--- src/rtl/alu_serial32.sv ---
// Bit-serial ALU sequencer: feeds one alu_1bit slice LSB-first, one bit per clock, carry recirculated.
// Latency: WIDTH cycles from accept to the done pulse; one operation per WIDTH+1 cycles back-to-back.
// Backpressure: start is sampled only while idle; a start seen while busy is dropped, never queued.
//
// Ports:
//   i_clk, i_rst_n             clock, asynchronous active-low reset
//   i_start, i_a, i_b, i_alu_ctr  request and operands, captured on the accept edge
//   o_busy, o_done             in-progress flag, one-cycle completion pulse
//   o_result, o_c_out, o_overflow, o_zero, o_err  held results of the last operation

module alu_1bit (
    output logic       o_r,
    output logic       o_c_out,
    input  logic       i_a,
    input  logic       i_b,
    input  logic       i_c_in,
    input  logic [2:0] i_alu_ctr
);
    logic w_b;
    logic w_sum;
    logic w_carry;

    // Subtract is add with b inverted; the +1 comes in through the carry input.
    assign w_b     = (i_alu_ctr == 3'b110) ? ~i_b : i_b;
    assign w_sum   = i_a ^ w_b ^ i_c_in;
    assign w_carry = (i_a & w_b) | (i_a & i_c_in) | (w_b & i_c_in);

    always_comb begin
        o_r     = 1'b0;
        o_c_out = 1'b0;
        case (i_alu_ctr)
            3'b000: o_r = i_a & i_b;
            3'b001: o_r = i_a | i_b;
            3'b010,
            3'b110: begin
                o_r     = w_sum;
                o_c_out = w_carry;
            end
            3'b111: o_r = i_a ^ i_b;
            default: begin
                o_r     = 1'b0;
                o_c_out = 1'b0;
            end
        endcase
    end
endmodule

module alu_serial32 #(
    parameter int WIDTH = 32
) (
    input  logic             i_clk,
    input  logic             i_rst_n,
    input  logic             i_start,
    input  logic [WIDTH-1:0] i_a,
    input  logic [WIDTH-1:0] i_b,
    input  logic [2:0]       i_alu_ctr,
    output logic             o_busy,
    output logic             o_done,
    output logic [WIDTH-1:0] o_result,
    output logic             o_c_out,
    output logic             o_overflow,
    output logic             o_zero,
    output logic             o_err
);
    localparam int CW = (WIDTH > 2) ? $clog2(WIDTH) : 1;

    localparam logic S_IDLE = 1'b0;
    localparam logic S_RUN  = 1'b1;

    logic             r_state;
    logic [WIDTH-1:0] r_sa;
    logic [WIDTH-1:0] r_sb;
    logic [WIDTH-1:0] r_acc;
    logic [2:0]       r_op;
    logic             r_cy;
    logic [CW-1:0]    r_cnt;
    logic             r_done;
    logic [WIDTH-1:0] r_result;
    logic             r_c_out;
    logic             r_overflow;
    logic             r_err;

    logic             w_r;
    logic             w_cout;
    logic             w_last;
    logic             w_legal;
    logic             w_arith;
    logic [WIDTH-1:0] w_acc_next;

    alu_1bit u_slice (
        .o_r       (w_r),
        .o_c_out   (w_cout),
        .i_a       (r_sa[0]),
        .i_b       (r_sb[0]),
        .i_c_in    (r_cy),
        .i_alu_ctr (r_op)
    );

    assign w_last  = (r_cnt == CW'(WIDTH - 1));
    assign w_arith = (r_op == 3'b010) || (r_op == 3'b110);
    assign w_legal = w_arith || (r_op == 3'b000) || (r_op == 3'b001) || (r_op == 3'b111);

    // Result bits arrive LSB first; each new bit enters at the MSB so that after
    // WIDTH shifts the first bit has reached position 0.
    assign w_acc_next = WIDTH'({w_r, r_acc} >> 1);

    always_ff @(posedge i_clk or negedge i_rst_n) begin
        if (!i_rst_n) begin
            r_state    <= S_IDLE;
            r_sa       <= '0;
            r_sb       <= '0;
            r_acc      <= '0;
            r_op       <= 3'b000;
            r_cy       <= 1'b0;
            r_cnt      <= '0;
            r_done     <= 1'b0;
            r_result   <= '0;
            r_c_out    <= 1'b0;
            r_overflow <= 1'b0;
            r_err      <= 1'b0;
        end else begin
            r_done <= 1'b0;
            case (r_state)
                S_IDLE: begin
                    if (i_start) begin
                        r_state <= S_RUN;
                        r_sa    <= i_a;
                        r_sb    <= i_b;
                        r_op    <= i_alu_ctr;
                        r_cy    <= (i_alu_ctr == 3'b110);
                        r_cnt   <= '0;
                        r_acc   <= '0;
                    end
                end
                S_RUN: begin
                    r_sa  <= {1'b0, r_sa[WIDTH-1:1]};
                    r_sb  <= {1'b0, r_sb[WIDTH-1:1]};
                    r_acc <= w_acc_next;
                    r_cy  <= w_cout;
                    r_cnt <= r_cnt + 1'b1;
                    if (w_last) begin
                        r_state    <= S_IDLE;
                        r_done     <= 1'b1;
                        r_result   <= w_legal ? w_acc_next : '0;
                        r_c_out    <= w_arith & w_cout;
                        // r_cy here is the carry into the MSB.
                        r_overflow <= w_arith & (r_cy ^ w_cout);
                        r_err      <= ~w_legal;
                    end
                end
                default: r_state <= S_IDLE;
            endcase
        end
    end

    assign o_busy     = (r_state == S_RUN);
    assign o_done     = r_done;
    assign o_result   = r_result;
    assign o_c_out    = r_c_out;
    assign o_overflow = r_overflow;
    assign o_err      = r_err;
    assign o_zero     = (r_result == '0);
endmodule

--- config.mk ---
export PLATFORM = sky130hd
export DESIGN_NAME = alu_serial32
export DESIGN_NICKNAME = d
export VERILOG_FILES = /design/src/rtl/alu_serial32.sv
export SDC_FILE = /design/constraint.sdc
export NUM_CORES = 1
export LEC_CHECK = 0
export ABC_AREA = 1
export CAP_MARGIN = 20
export CORE_UTILIZATION = 40
export CTS_BUF_LIST = sky130_fd_sc_hd__clkbuf_2 sky130_fd_sc_hd__clkbuf_4 sky130_fd_sc_hd__clkbuf_8
export DETAILED_ROUTE_END_ITERATION = 10
export HOLD_SLACK_MARGIN = 0.02
export PLACE_DENSITY = 0.71
export SETUP_SLACK_MARGIN = 0.15
export SLEW_MARGIN = 15
export SYNTH_ARGS = -nofsm -noshare
export SYNTH_HDL_FRONTEND = slang
export SYNTH_SLANG_ARGS = --single-unit
export TNS_END_PERCENT = 5
--- constraint.sdc ---
create_clock -name i_clk -period 1.5 [get_ports i_clk]
set_clock_uncertainty 0.1 [all_clocks]
set_input_delay 0.225 -clock i_clk [delete_from_list [all_inputs] [get_ports i_clk]]
set_output_delay 0.225 -clock i_clk [all_outputs]
set_load 0.005 [all_outputs]
==> Word level (Yosys, flattened, before mapping) <==
Index checks and enable logic that the tools add are counted.
{ "classes": {"add_sub_neg": 1, "n_mul": 0, "div": 0, "magnitude_cmp": 0, "eq_ne": 7, "n_shift": 0, "mux": 19, "bitwise": 16, "reduce_logical": 9} }
{ "ops": {"columns": ["operator", "n"], "rows": [
  ["32-bit case mux with 2 select lines", 3],
  ["32-bit two-way mux", 4],
  ["32-bit zero test", 1],
  ["5-bit case mux with 2 select lines", 1],
  ["3-bit equality test, second input constant", 3],
  ["1-bit two-way mux", 7],
  ["1-bit bitwise AND", 6],
  ["5-bit by 1-bit adder with 5-bit output, second input constant", 1],
  ["5-bit equality test, second input constant", 1],
  ["5-bit two-way mux", 1],
  ["1-bit logical OR", 4],
  ["1-bit case mux with 2 select lines", 2],
  ["1-bit case mux with 4 select lines", 1],
  ["2-bit AND reduction", 2],
  ["1-bit XOR", 4],
  ["3-bit by 1-bit equality test with 1-bit output, second input constant", 1],
  ["3-bit by 2-bit equality test with 1-bit output, second input constant", 1],
  ["3-bit zero test", 1],
  ["1-bit NOT", 3],
  ["1-bit bitwise OR", 3],
  ["2-bit != test, second input constant", 1],
  ["2-bit OR reduction", 1]
]} }
{ "word_totals": {"regBits": 142, "latchBits": 0, "ram_bits": 0, "romBits": 0, "inputBits": 70, "output_inout_bits": 38, "word_cells": 64, "n_memories": 0} }

==> Logic depth before layout (Yosys ltp) <==
Gate-level depths: netlist (run 1).
{ "logic_depth": {"ltp_word": 8, "depth_mapped": 9} }

==> Modules after synthesis <==
From an unflattened synthesis (run 1), not the netlist that was laid out.
{ "unflattened": {"hier_cells": 689, "hier_area_um2": 6003.3} }
{ "modules_own_cells": {"columns": ["mod", "instances", "cells_each", "area_per_inst_um2", "seq_area_each_um2"], "rows": [
  ["alu_serial32", 1, 666, 5873.1, 3528.4],
  ["alu_1bit", 1, 23, 130.1, 0.0]
]} }

==> Worst setup path before layout (run 1) <==
Ideal clock, no wire load.
{ "synth_timing": {"path_kind": "flip-flop to flip-flop", "from": "register r_cnt[0]", "to": "register r_result[10] (netlist: o_result[10])", "arrival_ps": 1499, "required_ps": 1326, "setup_slack_ps": -173, "stages_incl_launch_ff": 8, "period_less_slack_ps": 1673, "cell_sequence": "dfrtp_1 -> ha_1 -> and3_1 -> ha_1 -> nand2_4 -> clkbuf_1 -> nand2_1 -> o21ai_2"} }
{ "synth_between": {"elab_chain_len": 2} }
{ "synth_lines": {"columns": ["item", "line", "text"], "rows": [
  ["start: declaration", "76", "logic [CW-1:0] r_cnt;"],
  ["start signal: assignment", "140", "r_cnt <= r_cnt + 1'b1;"],
  ["5-bit equality test", "99", "assign w_last = (r_cnt == CW'(WIDTH - 1));"],
  ["2-bit AND reduction (no line)", null, null],
  ["end signal: assignment", "144", "r_result <= w_legal ? w_acc_next : '0;"],
  ["end: declaration", "78", "logic [WIDTH-1:0] r_result;"]
]} }
Every way passes these cells.
A chain may end at the register's enable or synchronous reset.

==> Worst setup path after layout (run 1) <==
{ "layout_timing": {"from": "register r_result[8] (netlist: o_result[8])", "to": "output port o_zero"} }
{ "layout_between": {"elab_chain_len": 1} }
{ "layout_lines": {"columns": ["item", "line", "text"], "rows": [
  ["32-bit zero test", "162", "assign o_zero = (r_result == '0);"],
  ["end: declaration", "62", "output logic o_zero,"]
]} }
Every way passes these cells.

==> results of run 1 <==
through the flow:
| step | total power [uW] | hold WS (ns) | cells | TNS [ns] | setup WS [ns] |
|---|---|---|---|---|---|
| global route | 16000 | 0.146 | 1010 | -4.67 | -0.380 |
| global placement | 10800 | 0.0474 | 970 | -3.71 | -0.178 |
| finish | 14900 | 0.143 | 1010 | -1.99 | -0.253 |
| floorplan | 8490 | -0.171 | 651 | -1.08 | -0.117 |
| CTS | 14300 | 0.132 | 1006 | -1.80 | -0.302 |
| detailed placement | 11000 | 0.0463 | 970 | -5.20 | -0.198 |
registers in the layout, indices dropped and copies added (netlist names):
name / cells
r_sb: 32
r_cy: 1
o_err: 1
r_op: 3
r_sa: 32
r_cnt: 5
o_done: 1
o_busy: 1
o_overflow: 1
o_result: 32
o_c_out: 1
r_acc: 31
metal layers:
| metal | track usage [%] | vias up | part of all wire (%) |
|---|---|---|---|
| li1 | - | 2417 | - |
| met1 | 24.8 | 2379 | 47 |
| met2 | 28.1 | 112 | 48 |
| met3 | 4.58 | 17 | 3.8 |
| met4 | 6.78 | 0 | 1.3 |
| met5 | 0 | - | 0 |
layout by cell type, fill, tap and decap left out, types with 7 or more instances in the layout:
cell type and instances:
sky130_fd_sc_hd__dfrtp_1 140, sky130_fd_sc_hd__o21ai_2 29, sky130_fd_sc_hd__o211ai_1 7, sky130_fd_sc_hd__buf_12 13, sky130_fd_sc_hd__clkdlybuf4s50_1 68, sky130_fd_sc_hd__buf_4 23
sky130_fd_sc_hd__buf_6 62, sky130_fd_sc_hd__inv_1 44, sky130_fd_sc_hd__nand3_1 32, sky130_fd_sc_hd__clkbuf_8 17, sky130_fd_sc_hd__nand2_1 199, sky130_fd_sc_hd__nand2_4 25
sky130_fd_sc_hd__nand3_2 28, sky130_fd_sc_hd__nor2_1 20, sky130_fd_sc_hd__nand2_2 23, sky130_fd_sc_hd__o22ai_1 30
layout make-up:
type	instances	area (um2)	area share [%]
flip-flops and latches	141	3530	40.4
multi-input cells	427	2490	28.5
repair buffers	177	1900	21.8
clock buffers	17	234	2.68
well taps	184	230	2.63
inverters	49	189	2.16
clock inverters	15	170	1.95
kinds of logic (layout without fill, tap and decap cells):
logic type,count (synthesis),after routing
xor gates and xnor gates,3,3
AOI/OAI and AO/OA,80,80
buffers and inverters,83,258
and+or+nand+nor,339,339
DFF,141,141
adders and majority gates,5,5
power by group through the flow:
stage	Combinational (uW)	Sequential, uW	Clock [uW]
final	5790	6020	3140
after global routing	6460	6190	3380
after CTS	5240	5830	3210
after detailed placement	5120	5890	0
after global placement	4990	5840	0
after floorplan	2600	5890	0
worst paths after layout:
path | from | end | slack [ns] | depth (start not counted)
min in group i_clk | i_b[15] | r_sb[15] | 0.23 | 3
max in group asynchronous | i_rst_n | r_sb[25] | 0.65 | 3
worst min-delay path | i_rst_n | o_result[26] | 0.14 | 2
worst min register to register | r_sb[17] | r_sb[16] | 0.40 | 2
worst max register to register | r_op[2] | r_acc[31] | -0.20 | 9
worst max-delay path | o_result[8] | o_zero | -0.25 | 6
critical path: cells and delay by family (launching register included):
family | cells | cell delay, ns
flip-flops | 1 | 0.40
buffers and inverters | 1 | 0.12
AND/OR/NAND/NOR | 5 | 0.46
repair_timing:
action	in CTS	in global routing
cloned	0	1
pin swaps	11	45
buffers inserted	3	3
endpoints found under the setup margin	89	160
hold endpoints to repair	141	0
hold buffers	1	0
gates resized for setup	134	169
==> key figures, run 1 <==
Status
  • Result of the run: finished with violations
  • Violations in the final reports: setup timing

Power
  • Switching pwr: 5050 uW
  • Peak supply drop: 0.000663 V
  • Cell-internal power: 9890 uW
  • Net switching share of the total power: 33.8%
  • Pleak: 0.00455 uW
  • Pwr per Cell Area: 1710 nW/um2
  • Power share of the clock group: 21.0%
  • Fraction of power consumed by combinational cells: 38.7%
  • Flop pwr share: 40.3%

Logic synthesis
  • Most numerous cell types in the synthesized netlist: sky130_fd_sc_hd__nand2_1 (246), sky130_fd_sc_hd__dfrtp_1 (141), sky130_fd_sc_hd__nand3_1 (60), sky130_fd_sc_hd__inv_1 (44), sky130_fd_sc_hd__o22ai_1 (30)
  • Main area contributors after synthesis: sky130_fd_sc_hd__dfrtp_1 (59%), sky130_fd_sc_hd__nand2_1 (16%), sky130_fd_sc_hd__nand3_1 (5.1%)
  • Number of synthesized register bits: 141
  • Average footprint of a synthesized cell: 9.13 um2
  • Share of Yosys cell area claimed by the top area cell type: 59.4%
  • Cell taking the most area after synthesis: sky130_fd_sc_hd__dfrtp_1
  • Number of standard cells after synthesis: 651
  • Fraction of registers with async set or reset after synthesis: 100%
  • Number of distinct standard cells referenced by the synthesized netlist: 27
  • Number of warnings reported in the yosys synthesis log: 0
  • Seq/Total Area, Yosys: 59.4%
  • Nets in the synthesized netlist: 726
  • Most used flip-flop cell after synthesis: sky130_fd_sc_hd__dfrtp_1
  • Share of synthesized area spent on multiplexers: 0%
  • Fraction of the mapped netlist area in simple logic gates: 23.2%
  • Fraction of the mapped netlist area in compound gates: 9.22%
  • Area share of fa/ha/maj cells after synthesis: 1.18%
  • Cell with the most instances after synthesis: sky130_fd_sc_hd__nand2_1
  • Number of enable-type register cells in the synthesized netlist: 0
  • Main combinational cell family by area after synthesis: simple AND/OR/NAND/NOR gates
  • Post-synth design cell area: 5940 um2
  • Area share of xor/xnor cells in the synthesized design: 0.442%

STA
  • Crit share post-route: 117%
  • Maximum achievable frequency: 570 MHz
  • Fin worst setup slack: -0.253 ns
  • # setup viols final: 35
  • Setup repair after global routing missed its margin: yes
  • Number of pins exceeding their max-slew limit in the final report: 0
  • Hold Vio Cnt, Final: 0
  • Slew @ Worst Pin: 0.408 ns
  • Minimum clock period: 1.75 ns
  • Max-slew headroom at the worst pin: 72.8%

Clocking
  • TritonCTS clock tree: yes
  • Number of buffers created by CTS: 17
  • Latest clock arrival within the worst-skew pair: 0.44 ns
  • Clock edge transition at the registers on the reported setup and hold paths: 0.08 ns
  • Clock sinks: 141
  • Maximum count of clock buffers along a single path: 2
  • Number of levels the H-tree was split into: 4
  • Clock Root Buffer: sky130_fd_sc_hd__clkbuf_8

Global routing
  • GR Util All Layers: 18.2%
  • Total congestion overflow after global routing: 0
  • Largest net degree at the start of global routing: 42
  • Number of global-route vias before repair: 4523
  • Initial antenna violation count: 0
  • First-pass GRT wire length: 21500 um

Drt
  • Routed WL: 13600 um
  • Vias post-DR: 4925
  • Average routed wire per standard cell: 13.5 um
  • DRC violation count after routing: 0
  • DRC marker count from the first detailed-route iteration: 177
  • Number of iterations in the first detailed-routing pass: 4
  • Routed vias/inst: 4.88
  • Antenna violation net count after detailed routing: 0

Setup path
  • Critical Path RT: 1.17 ns
  • Type of destination of the critical path: output port
  • Cell-by-cell trace of the critical path: nor2_2 > nand2_1 > nor2_2 > nand2_1 > nor2_1 > buf_2
  • Kind of start point of the critical path: flop
  • Arrival @ worst endpoint: 1.43 ns
  • Crit Path Max Fanout: 2
  • Worst setup path class: flop to output port
  • CP max stage cell: sky130_fd_sc_hd__dfrtp_1
  • Max stage delay on crit path: 0.40 ns

Floorplan
  • Die Wd: 124 um
  • Placement Rows: 44
  • Placeable Area: 14500 um2
  • Height of the die: 124 um
  • Initial Utilization: 40.9%
  • Area of the die: 15300 um2
  • I/O pin cnt: 108

Final layout
  • Post-Route Utilization: 60.1%
  • Number of nets in the final layout: 888
  • Layout Area Growth over Synthesis: 47.1%
  • Post-route cell area: 8740 um2
  • Share of cells above drive strength 1: 32.0%
  • Number of diodes added for antenna fixing: 0
  • Layout filler cell count: 1244

Worst hold path
  • Worst min path class: input pin to async pin

Place
  • Post-DP HPWL: 8740 um
  • IO Port Bufs: 107
  • Area after detailed placement: 7700 um2
  • Gpl congestion: 0.773

Job
  • Max-cap violation count: 0
Note: power is estimated with default switching activity, not from simulation.
==> inputs of run 2 (changes only) <==
--- a/config.mk
+++ b/config.mk
@@ -7,6 +7,7 @@
 export LEC_CHECK = 0
 export ABC_AREA = 1
 export CAP_MARGIN = 20
+export CORE_ASPECT_RATIO = 2
 export CORE_UTILIZATION = 40
 export CTS_BUF_LIST = sky130_fd_sc_hd__clkbuf_2 sky130_fd_sc_hd__clkbuf_4 sky130_fd_sc_hd__clkbuf_8
 export DETAILED_ROUTE_END_ITERATION = 10
==> key figures, run 2 (synthesis gave the netlist of run 1 again) <==
Drt
  • Routed vias/inst: 4.97
  • DRC marker count from the first detailed-route iteration: 259
  • Number of iterations in the first detailed-routing pass: 4
  • DRC violation count after routing: 0
  • Vias post-DR: 5078
  • Average routed wire per standard cell: 14.0 um
  • Antenna violation net count after detailed routing: 0
  • Routed WL: 14300 um

Global routing
  • Largest net degree at the start of global routing: 45
  • Number of global-route vias before repair: 5131
  • Total congestion overflow after global routing: 0
  • M1 GR Usage: 22.8%
  • First-pass GRT wire length: 23300 um
  • GR Util All Layers: 19.4%
  • GR met3 Demand/Resource: 3.51%
  • Initial antenna violation count: 0
  • GRT Max-Usage Layer: met2
  • Met2 Use GR: 34.1%

Final layout
  • Most frequent cells in the layout: sky130_fd_sc_hd__nand2_1 (234), sky130_fd_sc_hd__dfrtp_1 (140), sky130_fd_sc_hd__clkdlybuf4s50_1 (68)
  • Number of diodes added for antenna fixing: 0
  • Cell Count, Final, Fillers Out: 1022
  • Number of nets in the final layout: 892
  • Layout Area Growth over Synthesis: 41.9%
  • Share of cells above drive strength 1: 25.2%
  • Most frequent standard cell in the layout excluding fill and tap cells: sky130_fd_sc_hd__nand2_1

STA
  • Setup TNS: -2.05 ns
  • Setup repair after global routing missed its margin: yes
  • Number of pins exceeding their max-slew limit in the final report: 0
  • Minimum clock period: 1.74 ns
  • Hold Vio Cnt, Final: 0
  • Slew @ Worst Pin: 0.283 ns
  • Max-slew headroom at the worst pin: 81.1%
  • Worst Hold Slack: 0.129 ns
  • Fin worst setup slack: -0.244 ns
  • Maximum achievable frequency: 573 MHz
  • # setup viols final: 36
  • Crit share post-route: 116%

Floorplan
  • I/O pin cnt: 108
  • Area of the die: 15400 um2
  • Initial Utilization: 41.2%
  • Placeable Area: 14400 um2
  • Height of the die: 174 um
  • Placement Rows: 62
  • Die Wd: 88.2 um

Setup path
  • Worst setup path class: flop to output port
  • Crit Path Max Fanout: 2
  • Max stage delay on crit path: 0.39 ns
  • Cell-by-cell trace of the critical path: nor2_1 > nand2_1 > nor2_2 > nand2_1 > nor2_1 > buf_2
  • CP max stage cell: sky130_fd_sc_hd__dfrtp_1
  • CP Launch Point: o_result[31]
  • RR Endpoint: r_acc[31]
  • Kind of start point of the critical path: flop
  • Type of destination of the critical path: output port
  • Endpoint of the worst setup timing path: o_zero
  • Arrival @ worst endpoint: 1.42 ns
  • FF-to-FF Start: r_op[2]
  • Critical Path RT: 1.17 ns
  • Flop-to-flop setup slack: -0.22 ns
  • Reg2Reg Depth: 9

Clocking
  • TritonCTS clock tree: yes
  • Clock sinks: 141
  • Latest clock arrival within the worst-skew pair: 0.43 ns
  • Maximum count of clock buffers along a single path: 2
  • Clock edge transition at the registers on the reported setup and hold paths: 0.08 ns
  • Number of levels the H-tree was split into: 4
  • Number of buffers created by CTS: 17
  • Clock Root Buffer: sky130_fd_sc_hd__clkbuf_8

Status
  • Violations in the final reports: setup timing
  • Result of the run: finished with violations

Job
  • Max-cap violation count: 0

Place
  • IO Port Bufs: 107
  • Post-DP HPWL: 9690 um
  • Post-Place Cells: 980
  • Gpl congestion: 0.876

Power
  • Peak supply drop: 0.000756 V
  • Pwr per Cell Area: 1770 nW/um2
  • Pleak: 0.00403 uW
  • Total chip power: 14900 uW

Worst hold path
  • Worst min path class: input pin to async pin
==> run 2: changes by cell type in the layout (fill, tap and decap cells not counted), sizes merged <==
| cell | change |
|---|---|
| clkbuf | +7 |
| clkinv | -3 |
| clkinvlp | +1 |
| inv | -1 |
==> run 2: power breakdown <==
part	internal (uW)	leakage, uW	switching, uW
combinational	2980	0.00194	2760
clock	1740	0.000207	1480
sequential	5180	0.00189	743
total	9900	0.00403	4990
==> run 2: per-stage QoR <==
step,area [um2],setup WS [ns],util (%)
global placement,7670,-0.188,53.2
floorplan,5980,-0.117,-
finish,8430,-0.244,58.4
CTS,8210,-0.278,56.9
detailed placement,7670,-0.220,53.2
global route,8430,-0.332,58.4
==> run 2: worst max-delay path: cells and delay by family, from the launching register on <==
| family | cells | cell delay, ns |
|---|---|---|
| buffers and inverters | 1 | 0.11 |
| AND/OR/NAND/NOR | 5 | 0.49 |
| flip-flops | 1 | 0.39 |
==> run 2: final cells by class <==
cell class,count,area [um2]
Sequential cell,141,3530
Clock buffer,20,263
Multi-Input combinational cell,427,2190
Clock inverter,12,161
Timing Repair Buffer,181,1870
Fill cell,1287,6000
Inverter,49,186
Tap cell,192,240
==> run 2: worst min-delay path by stage <==
stage	from	endpoint	slack, ns	cells past startpoint
after CTS	i_rst_n	r_sb[21]	0.11	2
after floorplan	i_rst_n	o_busy	-0.17	0
after global placement	i_rst_n	r_sb[21]	0.006	1
final	i_rst_n	r_sb[21]	0.13	2
after global routing	i_rst_n	r_sb[16]	0.13	2
after detailed placement	i_rst_n	r_sb[16]	0.01	1
==> run 2: repair_timing <==
item / 4_1_cts / 5_1_grt
endpoints found under the setup margin: 116 / 161
hold buffers: 1 / 0
gates resized for setup: 163 / 68
gates cloned: 0 / 2
hold endpoints to repair: 141 / 0
pin swaps: 15 / 18
buffers inserted: 2 / 5
==> run 2: metal layers <==
layer / share of wire (%) / vias up
met2: 56 / 117
met4: 2.3 / 0
met3: 2.8 / 28
li1: - / 2425
met5: 0 / -
met1: 39 / 2508
==> inputs of run 3 (changes only) <==
--- a/config.mk
+++ b/config.mk
@@ -11,9 +11,10 @@
 export CORE_UTILIZATION = 40
 export CTS_BUF_LIST = sky130_fd_sc_hd__clkbuf_2 sky130_fd_sc_hd__clkbuf_4 sky130_fd_sc_hd__clkbuf_8
 export DETAILED_ROUTE_END_ITERATION = 10
+export GPL_ROUTABILITY_DRIVEN = 0
 export HOLD_SLACK_MARGIN = 0.02
 export PLACE_DENSITY = 0.71
-export SETUP_SLACK_MARGIN = 0.15
+export SETUP_SLACK_MARGIN = 0.1
 export SLEW_MARGIN = 15
 export SYNTH_ARGS = -nofsm -noshare
 export SYNTH_HDL_FRONTEND = slang
==> key figures, run 3 (synthesis gave the netlist of run 1 again) <==
Status
  • Result of the run: finished with violations
  • Violations in the final reports: setup timing

STA
  • Max-slew headroom at the worst pin: 73.4%
  • # setup viols final: 31
  • Minimum clock period: 1.75 ns
  • Crit share post-route: 117%
  • Setup repair after global routing missed its margin: yes
  • Hold Vio Cnt, Final: 0
  • Number of pins exceeding their max-slew limit in the final report: 0
  • Fin worst setup slack: -0.251 ns
  • Slew @ Worst Pin: 0.399 ns
  • Maximum achievable frequency: 571 MHz

Final layout
  • Post-Route Utilization: 58.7%
  • Most frequent standard cell in the layout excluding fill and tap cells: sky130_fd_sc_hd__nand2_1
  • Share of cells above drive strength 1: 26.3%
  • Number of nets in the final layout: 885
  • Sequential cell area: 3530 um2
  • Layout Area Growth over Synthesis: 42.6%
  • Post-route cell area: 8470 um2
  • Most frequent cells in the layout: sky130_fd_sc_hd__nand2_1 (222), sky130_fd_sc_hd__dfrtp_1 (140), sky130_fd_sc_hd__clkdlybuf4s50_1 (68)
  • Layout filler cell count: 1267
  • Total area of multi-input combinational cells: 2270 um2
  • Cell Count, Final, Fillers Out: 1015

Clocking
  • Clock sinks: 141
  • Maximum count of clock buffers along a single path: 2
  • Number of buffers created by CTS: 17
  • Clock Root Buffer: sky130_fd_sc_hd__clkbuf_8
  • Latest clock arrival within the worst-skew pair: 0.42 ns
  • TritonCTS clock tree: yes
  • Number of levels the H-tree was split into: 4
  • Clock edge transition at the registers on the reported setup and hold paths: 0.08 ns

Global routing
  • Largest net degree at the start of global routing: 61
  • Number of global-route vias before repair: 5076
  • First-pass GRT wire length: 22800 um
  • Initial antenna violation count: 1
  • GR Util All Layers: 19.1%
  • Total congestion overflow after global routing: 0

Power
  • Cell-internal power: 9710 uW
  • Switching pwr: 4910 uW
  • Flop pwr share: 40.7%
  • Peak supply drop: 0.000732 V
  • Net switching share of the total power: 33.6%
  • Fraction of power consumed by combinational cells: 39.5%
  • Power share of the clock group: 19.8%
  • Pleak: 0.00413 uW
  • Pwr per Cell Area: 1730 nW/um2

Drt
  • Vias post-DR: 4948
  • Antenna violation net count after detailed routing: 0
  • Routed WL: 13900 um
  • DRC violation count after routing: 0
  • DRC marker count from the first detailed-route iteration: 182
  • Routed vias/inst: 4.87
  • Average routed wire per standard cell: 13.7 um
  • Number of iterations in the first detailed-routing pass: 5

Setup path
  • RR Endpoint: o_result[31]
  • Reg2Reg Depth: 9
  • Crit Path Max Fanout: 2
  • Kind of start point of the critical path: flop
  • Worst setup path class: flop to output port
  • Arrival @ worst endpoint: 1.43 ns
  • Endpoint of the worst setup timing path: o_zero
  • FF-to-FF Start: r_op[1]
  • Flop-to-flop setup slack: -0.23 ns
  • Type of destination of the critical path: output port
  • Critical Path RT: 1.17 ns
  • CP Launch Point: o_result[21]

Floorplan
  • Area of the die: 15400 um2
  • Die Wd: 88.2 um
  • I/O pin cnt: 108
  • Placeable Area: 14400 um2
  • Initial Utilization: 41.2%
  • Placement Rows: 62
  • Height of the die: 174 um

Place
  • Post-Place Cells: 980
  • Post-DP HPWL: 9510 um
  • Area after detailed placement: 7650 um2
  • IO Port Bufs: 107

Job
  • Max-cap violation count: 0

Worst hold path
  • Worst min path class: input pin to async pin
-- run 3: area by class of cell --
type	count	share of cell area, %
sequential	141	41.7
timing repair buffer	174	22.0
clock buffer	22	3.50
tap	192	2.84
inverter	49	2.23
multi-input combinational	427	26.8
antenna	1	0.0295
clock inverter	9	1.02
-- run 3: power groups by stage --
stage                     registers [uW]  clock network (uW)  logic (uW)
final                               5940                2900        5780
after global routing                6100                3140        6390
after CTS                           5880                2960        5280
after detailed placement            5880                   0        5180
after global placement              5810                   0        5040
after floorplan                     5880                   0        2590
-- run 3: metal layers --
metal | up-vias | share of wire [%] | wire length (um) | global-route usage (%)
li1 | 2416 | - | - | -
met1 | 2405 | 37 | 5200 | 21.5
met2 | 107 | 57 | 7970 | 34.2
met3 | 20 | 2.8 | 384 | 3.32
met4 | 0 | 2.3 | 314 | 8.00
met5 | - | 0 | 0 | 0
-- run 3: worst max-delay path: stages (launching register included) --
cell                      delay (ns)
sky130_fd_sc_hd__dfrtp_1        0.39
sky130_fd_sc_hd__nor2_1         0.13
sky130_fd_sc_hd__nand2_1        0.08
sky130_fd_sc_hd__nor2_2         0.13
sky130_fd_sc_hd__nand2_2        0.07
sky130_fd_sc_hd__nor2_1         0.09
sky130_fd_sc_hd__buf_2          0.11
-- run 3: repair_timing --
action | CTS | global route
buffers inserted | 2 | 0
hold endpoints to repair | 141 | 0
gates cloned | 0 | 1
setup endpoints to repair | 113 | 141
pin swaps | 12 | 30
gates resized for setup | 181 | 95
hold buffers | 1 | 0
-- run 3: how the worst min path moves through the flow --
stage,depth (start not counted),slack (ns),from,endpoint
floorplan,0,-0.17,i_rst_n,o_busy
global placement,1,0.06,i_rst_n,r_sb[22]
detailed placement,1,0.06,i_rst_n,r_sb[21]
CTS,2,0.16,i_rst_n,r_sb[21]
global route,2,0.17,i_rst_n,r_sb[21]
finish,2,0.16,i_rst_n,r_sb[21]
-- run 3: metrics by stage --
stage | power (uW) | setup WS [ns] | TNS [ns] | hold slack, ns
5_1_grt | 15600 | -0.377 | -3.79 | 0.174
2_1_floorplan | 8470 | -0.117 | -3.24 | -0.171
4_1_cts | 14100 | -0.264 | -1.26 | 0.164
3_3_place_gp | 10900 | -0.214 | -7.25 | 0.0575
6_report | 14600 | -0.251 | -1.41 | 0.165
3_5_place_dp | 11100 | -0.233 | -9.07 | 0.0617
